===== src/rtl/cd_timer_bank_pkg.sv =====
// Shared types for the countdown timer bank: command opcodes, per-channel
// FSM states and a helper for deriving the channel-index width.
// The optional auto-reload feature is enabled by defining CD_AUTORELOAD_EN.
package cd_pkg;

  typedef enum logic [1:0] {
    OP_LOAD  = 2'd0,
    OP_START = 2'd1,
    OP_PAUSE = 2'd2,
    OP_CLEAR = 2'd3
  } cd_op_t;

  typedef enum logic [1:0] {
    ST_IDLE  = 2'd0,
    ST_PAUSE = 2'd1,
    ST_RUN   = 2'd2,
    ST_DONE  = 2'd3
  } cd_state_t;

  // Channel-index width; a single-channel bank still uses a 1-bit index.
  function automatic int cd_ch_w(input int n);
    return (n > 1) ? $clog2(n) : 1;
  endfunction

endpackage


===== src/rtl/cd_timer_bank_if.sv =====
// Command / read-back bundle of the countdown timer bank.
// Command handshake: cmd_valid is a one-cycle strobe sampled on every
// posedge clk_1Hz; there is no ready, every strobed command is accepted.
// Commands to channels >= CHANNELS are dropped. rd_count follows rd_ch
// combinationally. reload_en exists only when CD_AUTORELOAD_EN is defined.
// dbg_state exposes every channel FSM state for observation.
interface cd_timer_bank_if
  import cd_pkg::*;
#(
  parameter int CHANNELS = 4,
  parameter int WIDTH    = 17,
  parameter int CH_W     = cd_ch_w(CHANNELS)
);

  logic                         cmd_valid;
  logic [CH_W-1:0]              cmd_ch;
  logic [1:0]                   cmd_op;
  logic [WIDTH-1:0]             cmd_value;
  logic [CH_W-1:0]              rd_ch;
  logic [WIDTH-1:0]             rd_count;
  logic [CHANNELS-1:0]          running;
  logic [CHANNELS-1:0]          expired;
  logic [CHANNELS-1:0]          done_pulse;
  logic                         any_expired;
  logic [CHANNELS-1:0][1:0]     dbg_state;
`ifdef CD_AUTORELOAD_EN
  logic [CHANNELS-1:0]          reload_en;

  modport master (
    output cmd_valid, cmd_ch, cmd_op, cmd_value, rd_ch, reload_en,
    input  rd_count, running, expired, done_pulse, any_expired, dbg_state
  );

  modport slave (
    input  cmd_valid, cmd_ch, cmd_op, cmd_value, rd_ch, reload_en,
    output rd_count, running, expired, done_pulse, any_expired, dbg_state
  );
`else
  modport master (
    output cmd_valid, cmd_ch, cmd_op, cmd_value, rd_ch,
    input  rd_count, running, expired, done_pulse, any_expired, dbg_state
  );

  modport slave (
    input  cmd_valid, cmd_ch, cmd_op, cmd_value, rd_ch,
    output rd_count, running, expired, done_pulse, any_expired, dbg_state
  );
`endif

endinterface


===== src/rtl/cd_timer_bank_channel.sv =====
// One countdown channel: IDLE/PAUSE/RUN/DONE FSM plus seconds counter.
// A command addressed to this channel takes priority over the tick
// decrement in the same cycle. With CD_AUTORELOAD_EN defined, a RUN
// channel reaching zero with reload_en_i set restarts from the last
// loaded value instead of stopping.
module cd_channel
  import cd_pkg::*;
#(
  parameter int WIDTH     = 17,
  parameter int MAX_VALUE = 86399
) (
  input  logic             clk_1Hz,
  input  logic             rst,
  input  logic             cmd_hit_i,
  input  cd_op_t           op_i,
  input  logic [WIDTH-1:0] value_i,
`ifdef CD_AUTORELOAD_EN
  input  logic             reload_en_i,
`endif
  output logic [WIDTH-1:0] count_o,
  output cd_state_t        state_o,
  output logic             running_o,
  output logic             expired_o,
  output logic             done_pulse_o
);

  localparam logic [WIDTH-1:0] MAX_W = WIDTH'(MAX_VALUE);
  localparam logic [WIDTH-1:0] ONE_W = WIDTH'(1);

  cd_state_t        state_q, state_d;
  logic [WIDTH-1:0] count_q, count_d;
  logic             pulse_d;
  logic             running_q, expired_q, pulse_q;
  logic [WIDTH-1:0] clamped;
`ifdef CD_AUTORELOAD_EN
  logic [WIDTH-1:0] reload_q, reload_d;
`endif

  assign clamped = (value_i > MAX_W) ? MAX_W : value_i;

  // Next-state: command first, otherwise one-second decrement while running.
  always_comb begin
    state_d = state_q;
    count_d = count_q;
    pulse_d = 1'b0;
`ifdef CD_AUTORELOAD_EN
    reload_d = reload_q;
`endif
    if (cmd_hit_i) begin
      case (op_i)
        OP_LOAD: begin
          count_d = clamped;
`ifdef CD_AUTORELOAD_EN
          reload_d = clamped;
`endif
          if (clamped == '0)          state_d = ST_IDLE;
          else if (state_q == ST_RUN) state_d = ST_RUN;
          else                        state_d = ST_PAUSE;
        end
        OP_START: if (state_q == ST_PAUSE) state_d = ST_RUN;
        OP_PAUSE: if (state_q == ST_RUN)   state_d = ST_PAUSE;
        OP_CLEAR: begin
          state_d = ST_IDLE;
          count_d = '0;
        end
        default: ;
      endcase
    end else if (state_q == ST_RUN) begin
      if (count_q > ONE_W) begin
        count_d = count_q - ONE_W;
      end else begin
        // Reaching zero; a zero count in RUN is treated the same way so the
        // counter can never wrap.
        pulse_d = 1'b1;
`ifdef CD_AUTORELOAD_EN
        if (reload_en_i && (reload_q != '0)) begin
          count_d = reload_q;
        end else begin
          count_d = '0;
          state_d = ST_DONE;
        end
`else
        count_d = '0;
        state_d = ST_DONE;
`endif
      end
    end
  end

  // State, count and registered status outputs; async active-low reset.
  always_ff @(posedge clk_1Hz or negedge rst) begin
    if (!rst) begin
      state_q   <= ST_IDLE;
      count_q   <= '0;
      running_q <= 1'b0;
      expired_q <= 1'b0;
      pulse_q   <= 1'b0;
`ifdef CD_AUTORELOAD_EN
      reload_q  <= '0;
`endif
    end else begin
      state_q   <= state_d;
      count_q   <= count_d;
      running_q <= (state_d == ST_RUN);
      expired_q <= (state_d == ST_DONE);
      pulse_q   <= pulse_d;
`ifdef CD_AUTORELOAD_EN
      reload_q  <= reload_d;
`endif
    end
  end

  assign count_o      = count_q;
  assign state_o      = state_q;
  assign running_o    = running_q;
  assign expired_o    = expired_q;
  assign done_pulse_o = pulse_q;

endmodule


===== src/rtl/cd_timer_bank.sv =====
// Bank of CHANNELS independent 1 Hz countdown timers sharing one command
// port. Decodes the command to a per-channel hit, instantiates the
// channels, and builds the read-back mux and the any_expired summary.
// Optional auto-reload is enabled by defining CD_AUTORELOAD_EN.
module cd_timer_bank
  import cd_pkg::*;
#(
  parameter int CHANNELS  = 4,
  parameter int WIDTH     = 17,
  parameter int MAX_VALUE = 86399,
  parameter int CH_W      = cd_ch_w(CHANNELS)
) (
  input  logic               clk_1Hz,
  input  logic               rst,
  cd_timer_bank_if.slave     bus
);

  logic [CHANNELS-1:0] cmd_hit;
  logic [CHANNELS-1:0] running_w;
  logic [CHANNELS-1:0] expired_w;
  logic [CHANNELS-1:0] pulse_w;
  logic [WIDTH-1:0]    count_w [CHANNELS];
  cd_state_t           state_w [CHANNELS];
  logic [WIDTH-1:0]    rd_count_d;

  for (genvar i = 0; i < CHANNELS; i++) begin : g_ch
    // Out-of-range channel indices never match any instance.
    assign cmd_hit[i] = bus.cmd_valid && (bus.cmd_ch == CH_W'(i));

    cd_channel #(
      .WIDTH     (WIDTH),
      .MAX_VALUE (MAX_VALUE)
    ) u_ch (
      .clk_1Hz      (clk_1Hz),
      .rst          (rst),
      .cmd_hit_i    (cmd_hit[i]),
      .op_i         (cd_op_t'(bus.cmd_op)),
      .value_i      (bus.cmd_value),
`ifdef CD_AUTORELOAD_EN
      .reload_en_i  (bus.reload_en[i]),
`endif
      .count_o      (count_w[i]),
      .state_o      (state_w[i]),
      .running_o    (running_w[i]),
      .expired_o    (expired_w[i]),
      .done_pulse_o (pulse_w[i])
    );

    assign bus.dbg_state[i] = state_w[i];
  end

  // Read-back mux; unused indices read as zero.
  always_comb begin
    rd_count_d = '0;
    for (int i = 0; i < CHANNELS; i++) begin
      if (int'(bus.rd_ch) == i) rd_count_d = count_w[i];
    end
  end

  assign bus.rd_count    = rd_count_d;
  assign bus.running     = running_w;
  assign bus.expired     = expired_w;
  assign bus.done_pulse  = pulse_w;
  assign bus.any_expired = |expired_w;

endmodule


===== src/flat_wrapper.sv =====
// flat-port wrapper written by rule: the top's interface ports become plain ports
module cd_timer_bank_flat import cd_pkg::*;
#(
  parameter int CHANNELS  = 4,
  parameter int WIDTH     = 17,
  parameter int MAX_VALUE = 86399,
  parameter int CH_W      = cd_ch_w(CHANNELS)
)
  (clk_1Hz, rst, bus_cmd_valid, bus_cmd_ch, bus_cmd_op, bus_cmd_value, bus_rd_ch, bus_rd_count, bus_running, bus_expired, bus_done_pulse, bus_any_expired, bus_dbg_state);
  cd_timer_bank_if #(.CHANNELS(CHANNELS), .WIDTH(WIDTH), .CH_W(CH_W)) bus_i ();
  input  logic clk_1Hz;
  input  logic rst;
  input wire logic [$bits(bus_i.cmd_valid)-1:0] bus_cmd_valid;
  input wire logic [$bits(bus_i.cmd_ch)-1:0] bus_cmd_ch;
  input wire logic [$bits(bus_i.cmd_op)-1:0] bus_cmd_op;
  input wire logic [$bits(bus_i.cmd_value)-1:0] bus_cmd_value;
  input wire logic [$bits(bus_i.rd_ch)-1:0] bus_rd_ch;
  output wire logic [$bits(bus_i.rd_count)-1:0] bus_rd_count;
  output wire logic [$bits(bus_i.running)-1:0] bus_running;
  output wire logic [$bits(bus_i.expired)-1:0] bus_expired;
  output wire logic [$bits(bus_i.done_pulse)-1:0] bus_done_pulse;
  output wire logic [$bits(bus_i.any_expired)-1:0] bus_any_expired;
  output wire logic [$bits(bus_i.dbg_state)-1:0] bus_dbg_state;
  assign bus_i.cmd_valid = bus_cmd_valid;
  assign bus_i.cmd_ch = bus_cmd_ch;
  assign bus_i.cmd_op = bus_cmd_op;
  assign bus_i.cmd_value = bus_cmd_value;
  assign bus_i.rd_ch = bus_rd_ch;
  assign bus_rd_count = bus_i.rd_count;
  assign bus_running = bus_i.running;
  assign bus_expired = bus_i.expired;
  assign bus_done_pulse = bus_i.done_pulse;
  assign bus_any_expired = bus_i.any_expired;
  assign bus_dbg_state = bus_i.dbg_state;
  cd_timer_bank #(.CHANNELS(CHANNELS), .WIDTH(WIDTH), .MAX_VALUE(MAX_VALUE), .CH_W(CH_W)) u_core (.clk_1Hz(clk_1Hz), .rst(rst), .bus(bus_i));
endmodule

===== config.mk =====
export PLATFORM = sky130hd
export DESIGN_NAME = cd_timer_bank_flat
export DESIGN_NICKNAME = d
export VERILOG_FILES = /design/src/rtl/cd_timer_bank_pkg.sv /design/src/rtl/cd_timer_bank_if.sv /design/src/rtl/cd_timer_bank_channel.sv /design/src/rtl/cd_timer_bank.sv /design/src/flat_wrapper.sv
export SDC_FILE = /design/constraint.sdc
export NUM_CORES = 1
export LEC_CHECK = 0
export BUFFER_PORTS_ARGS = -buffer_cell sky130_fd_sc_hd__buf_2
export CAP_MARGIN = 15
export CORE_ASPECT_RATIO = 1.4
export CORE_MARGIN = 1.5
export CORE_UTILIZATION = 58
export DETAILED_ROUTE_END_ITERATION = 8
export PLACE_DENSITY_LB_ADDON = 0.3
export RECOVER_POWER = 25
export SYNTH_ARGS = -nofsm -noshare
export SYNTH_HDL_FRONTEND = slang
export SYNTH_HIERARCHICAL = 1
export SYNTH_SLANG_ARGS = --single-unit

===== constraint.sdc =====
create_clock -name clk_1Hz -period 2.5 [get_ports clk_1Hz]
set_clock_uncertainty 0.05 [all_clocks]
set_input_delay 0.125 -clock clk_1Hz [delete_from_list [all_inputs] [get_ports clk_1Hz]]
set_output_delay 0.125 -clock clk_1Hz [all_outputs]
set_load 0.05 [all_outputs]

==> metrics.csv <==
stage,metric,value,unit
status,status,"complete, no violations",
worst_hold_path,hp-class,input port to register,
cts,ctsResizeCount,0,
route,drt-initial-drc-count,1090,
global_route,grt_start_max_net_pins,48,
sta,maxSlewHeadroom,2.80,%
route,wl,23800,um
cts,cts_tree,yes,
critical_path,required,2.68,ns
yosys,syn_area,6530,um^2
finish,area_growth,14.3,%
sta,setup_viol,0,
finish,n_fill_cell,912,
cts,cts_hold_buf,1,
route,remaining_drc_errors,0,
cts,cts_max_level,3,
place,place_congestion,0.960,
sta,worst_slew_pin_slew,1.46,ns
place,dp.final_hpwl,17000,um
power_and_ir_drop,ir_worst_vdd,0.000467,V
floorplan,ioPinCount,64,
power_and_ir_drop,leakage,2.83,nW
route,drt_pass1_iterations,6,
route,ant_nets,0,
yosys,async_reset_ff_share,100,%
cts,cts_sinks,88,
run,drv_cap,0,
cts,insertion_delay,0.35,ns
yosys,ys_ff_latch,88,
global_route,grt.met2_usage,64.7,%
global_route,grt_antenna_before_repair,3,
yosys,synthCells,744,
floorplan,core,10900,um^2
sta,worst_slack,0.121,ns
route,num_vias,7260,
cts,cts.path.max_buffers,2,
critical_path,critPathLaunchType,register,
critical_path,r2r_setup_slack,0.12,ns
floorplan,die_w,92.7,um
route,routedWlPerCell,24.3,um
global_route,grt.busiest_layer,met2,
sta,fmax,420,MHz
sta,tns,0,ns
power_and_ir_drop,power_density,927,nW/um^2
finish,layout_commonest_cell,dfrtp_1,
floorplan,die_area,11900,um^2
sta,holdWs,0.137,ns
finish,layout-drive-gt1-share,18.3,%
critical_path,worstPathMaxFanout,6,
yosys,syn_avg_cell_area,8.78,um^2
finish,multi_input_area,3990,um^2
finish,final_util,68.3,%
cts,cts_root_buffer,clkbuf_16,
finish,final_cell_area,7460,um^2
global_route,use_met3,9.22,%
yosys,synth_cell_types,69,
yosys,ys_seq_area_share,33.7,%
floorplan,dieHeight,129,um
sta,maxSlewViolCount,0,
yosys,syn_nets,778,
global_route,grt_overflow,0,
finish,layout_common_cells,"dfrtp_1, nand2_1, o21ai_0, buf_2, nor2_1",
finish,fin_nets,867,
critical_path,cp-end-kind,register,
sta,fin_crit,2.38,ns
cts,clk_transition_reported_paths,0.06,ns
global_route,grt_pass1_vias,6900,
finish,regArea,2200,um^2
global_route,met1_usage,49.3,%
global_route,grt.total_usage,40.6,%
route,viasPerCell,7.40,
yosys,synth_flop_cell,dfrtp_1,
cts,cts_buffers,9,
critical_path,arrival,2.55,ns
yosys,synth_edf_count,0,
sta,rsz0062_at_grt,false,
place,placed_area,7190,um^2
cts,postCtsSetupRepairBufs,0,
floorplan,start_util,59.8,%
global_route,grt_pass1_wl,36700,um
place,pre_cts_ws,0.159,ns
sta,fin_crit_sh,95.1,%
place,io_buffers,63,
yosys,yosys_warnings,6,
critical_path,criticalPathCategory,register to register,
floorplan,num_rows,45,
sta,finalHoldViolCount,0,
[state kept, by name (all words and copies together) (netlist names)]
signal and count:
u_core/g_ch.u_ch/count_o 68, u_core/g_ch.u_ch/state_o 8, u_core/g_ch.u_ch/done_pulse_o 4, u_core/g_ch.u_ch/expired_o 4, u_core/g_ch.u_ch/running_o 4
[critical path: stages, from the launching register on]
cell	delay [ns]
dfrtp_1	0.44
inv_1	0.11
ha_1	0.16
or4b_4	0.48
or3_4	0.37
or4_1	0.40
a22oi_1	0.17
o21ai_1	0.08
[Yosys cell counts, types with 14 or more instances]
cell	instances	area [um^2]
a21oi_1	40	200
dfrtp_1	88	2200
nor3_1	22	110
nand2_1	76	285
o211ai_1	18	135
nor2_1	44	165
inv_1	42	158
o21ai_0	60	300
o311ai_0	14	123
nand3_1	22	110
or3_1	18	113
clkbuf_1	16	60.1
nor4_1	18	113
[report_power, final]
part | switching [mW] | total, mW | internal, mW
Sequential | 0.632 | 2.48 | 1.84
Clock | 0.580 | 1.36 | 0.776
Combinational | 2.02 | 3.08 | 1.06
Total | 3.23 | 6.91 | 3.69
[cell type report]
cell class / instances / area share (%)
inverter: 42 / 2.11
clock inverter: 3 / 0.570
clock buffer: 13 / 3.22
timing repair buffer: 108 / 8.62
tap: 141 / 2.36
sequential: 88 / 29.5
antenna: 2 / 0.0671
multi-input combinational: 584 / 53.5
[logic make-up (layout without fill, tap and decap cells)]
family	count (synthesis)	in the layout	synth area share (%)
xor+xnor	6	6	0.805
mux	19	19	6.57
simple gates	289	289	24.5
buf+inv	72	166	5.12
other cells	0	2	0
flops	88	88	33.7
fa+ha+maj	8	8	1.53
compound gates	262	262	27.7
[through the flow]
stage / std cells / power, mW
after floorplan: 744 / 4.43
after global placement: 962 / 5.38
after detailed placement: 962 / 5.48
after CTS: 979 / 6.83
after global routing: 979 / 7.20
final: 981 / 6.91
[final timing paths]
| kind | from | to | depth (start not counted) |
|---|---|---|---|
| min reg2reg | u_core/g_ch[3].u_ch/count_o[15]$_DFFE_PN0P_ | u_core/g_ch[3].u_ch/count_o[15]$_DFFE_PN0P_ | 2 |
| min | bus_cmd_value[3] | u_core/g_ch[0].u_ch/count_o[3]$_DFFE_PN0P_ | 3 |
| max in group asynchronous | rst | u_core/g_ch[3].u_ch/count_o[15]$_DFFE_PN0P_ | 3 |
| min in group asynchronous | rst | u_core/g_ch[0].u_ch/done_pulse_o$_DFF_PN0_ | 2 |
| max reg2reg | u_core/g_ch[3].u_ch/count_o[1]$_DFFE_PN0P_ | u_core/g_ch[3].u_ch/count_o[14]$_DFFE_PN0P_ | 7 |
| max | u_core/g_ch[3].u_ch/count_o[1]$_DFFE_PN0P_ | u_core/g_ch[3].u_ch/count_o[14]$_DFFE_PN0P_ | 7 |
[per-layer routing]
metal	share of wire [%]	routed length, um
met5	0.046	11
met1	35	8350
met4	6.1	1460
met2	46	11000
met3	13	2990
Note: power is estimated with default switching activity, not from simulation.
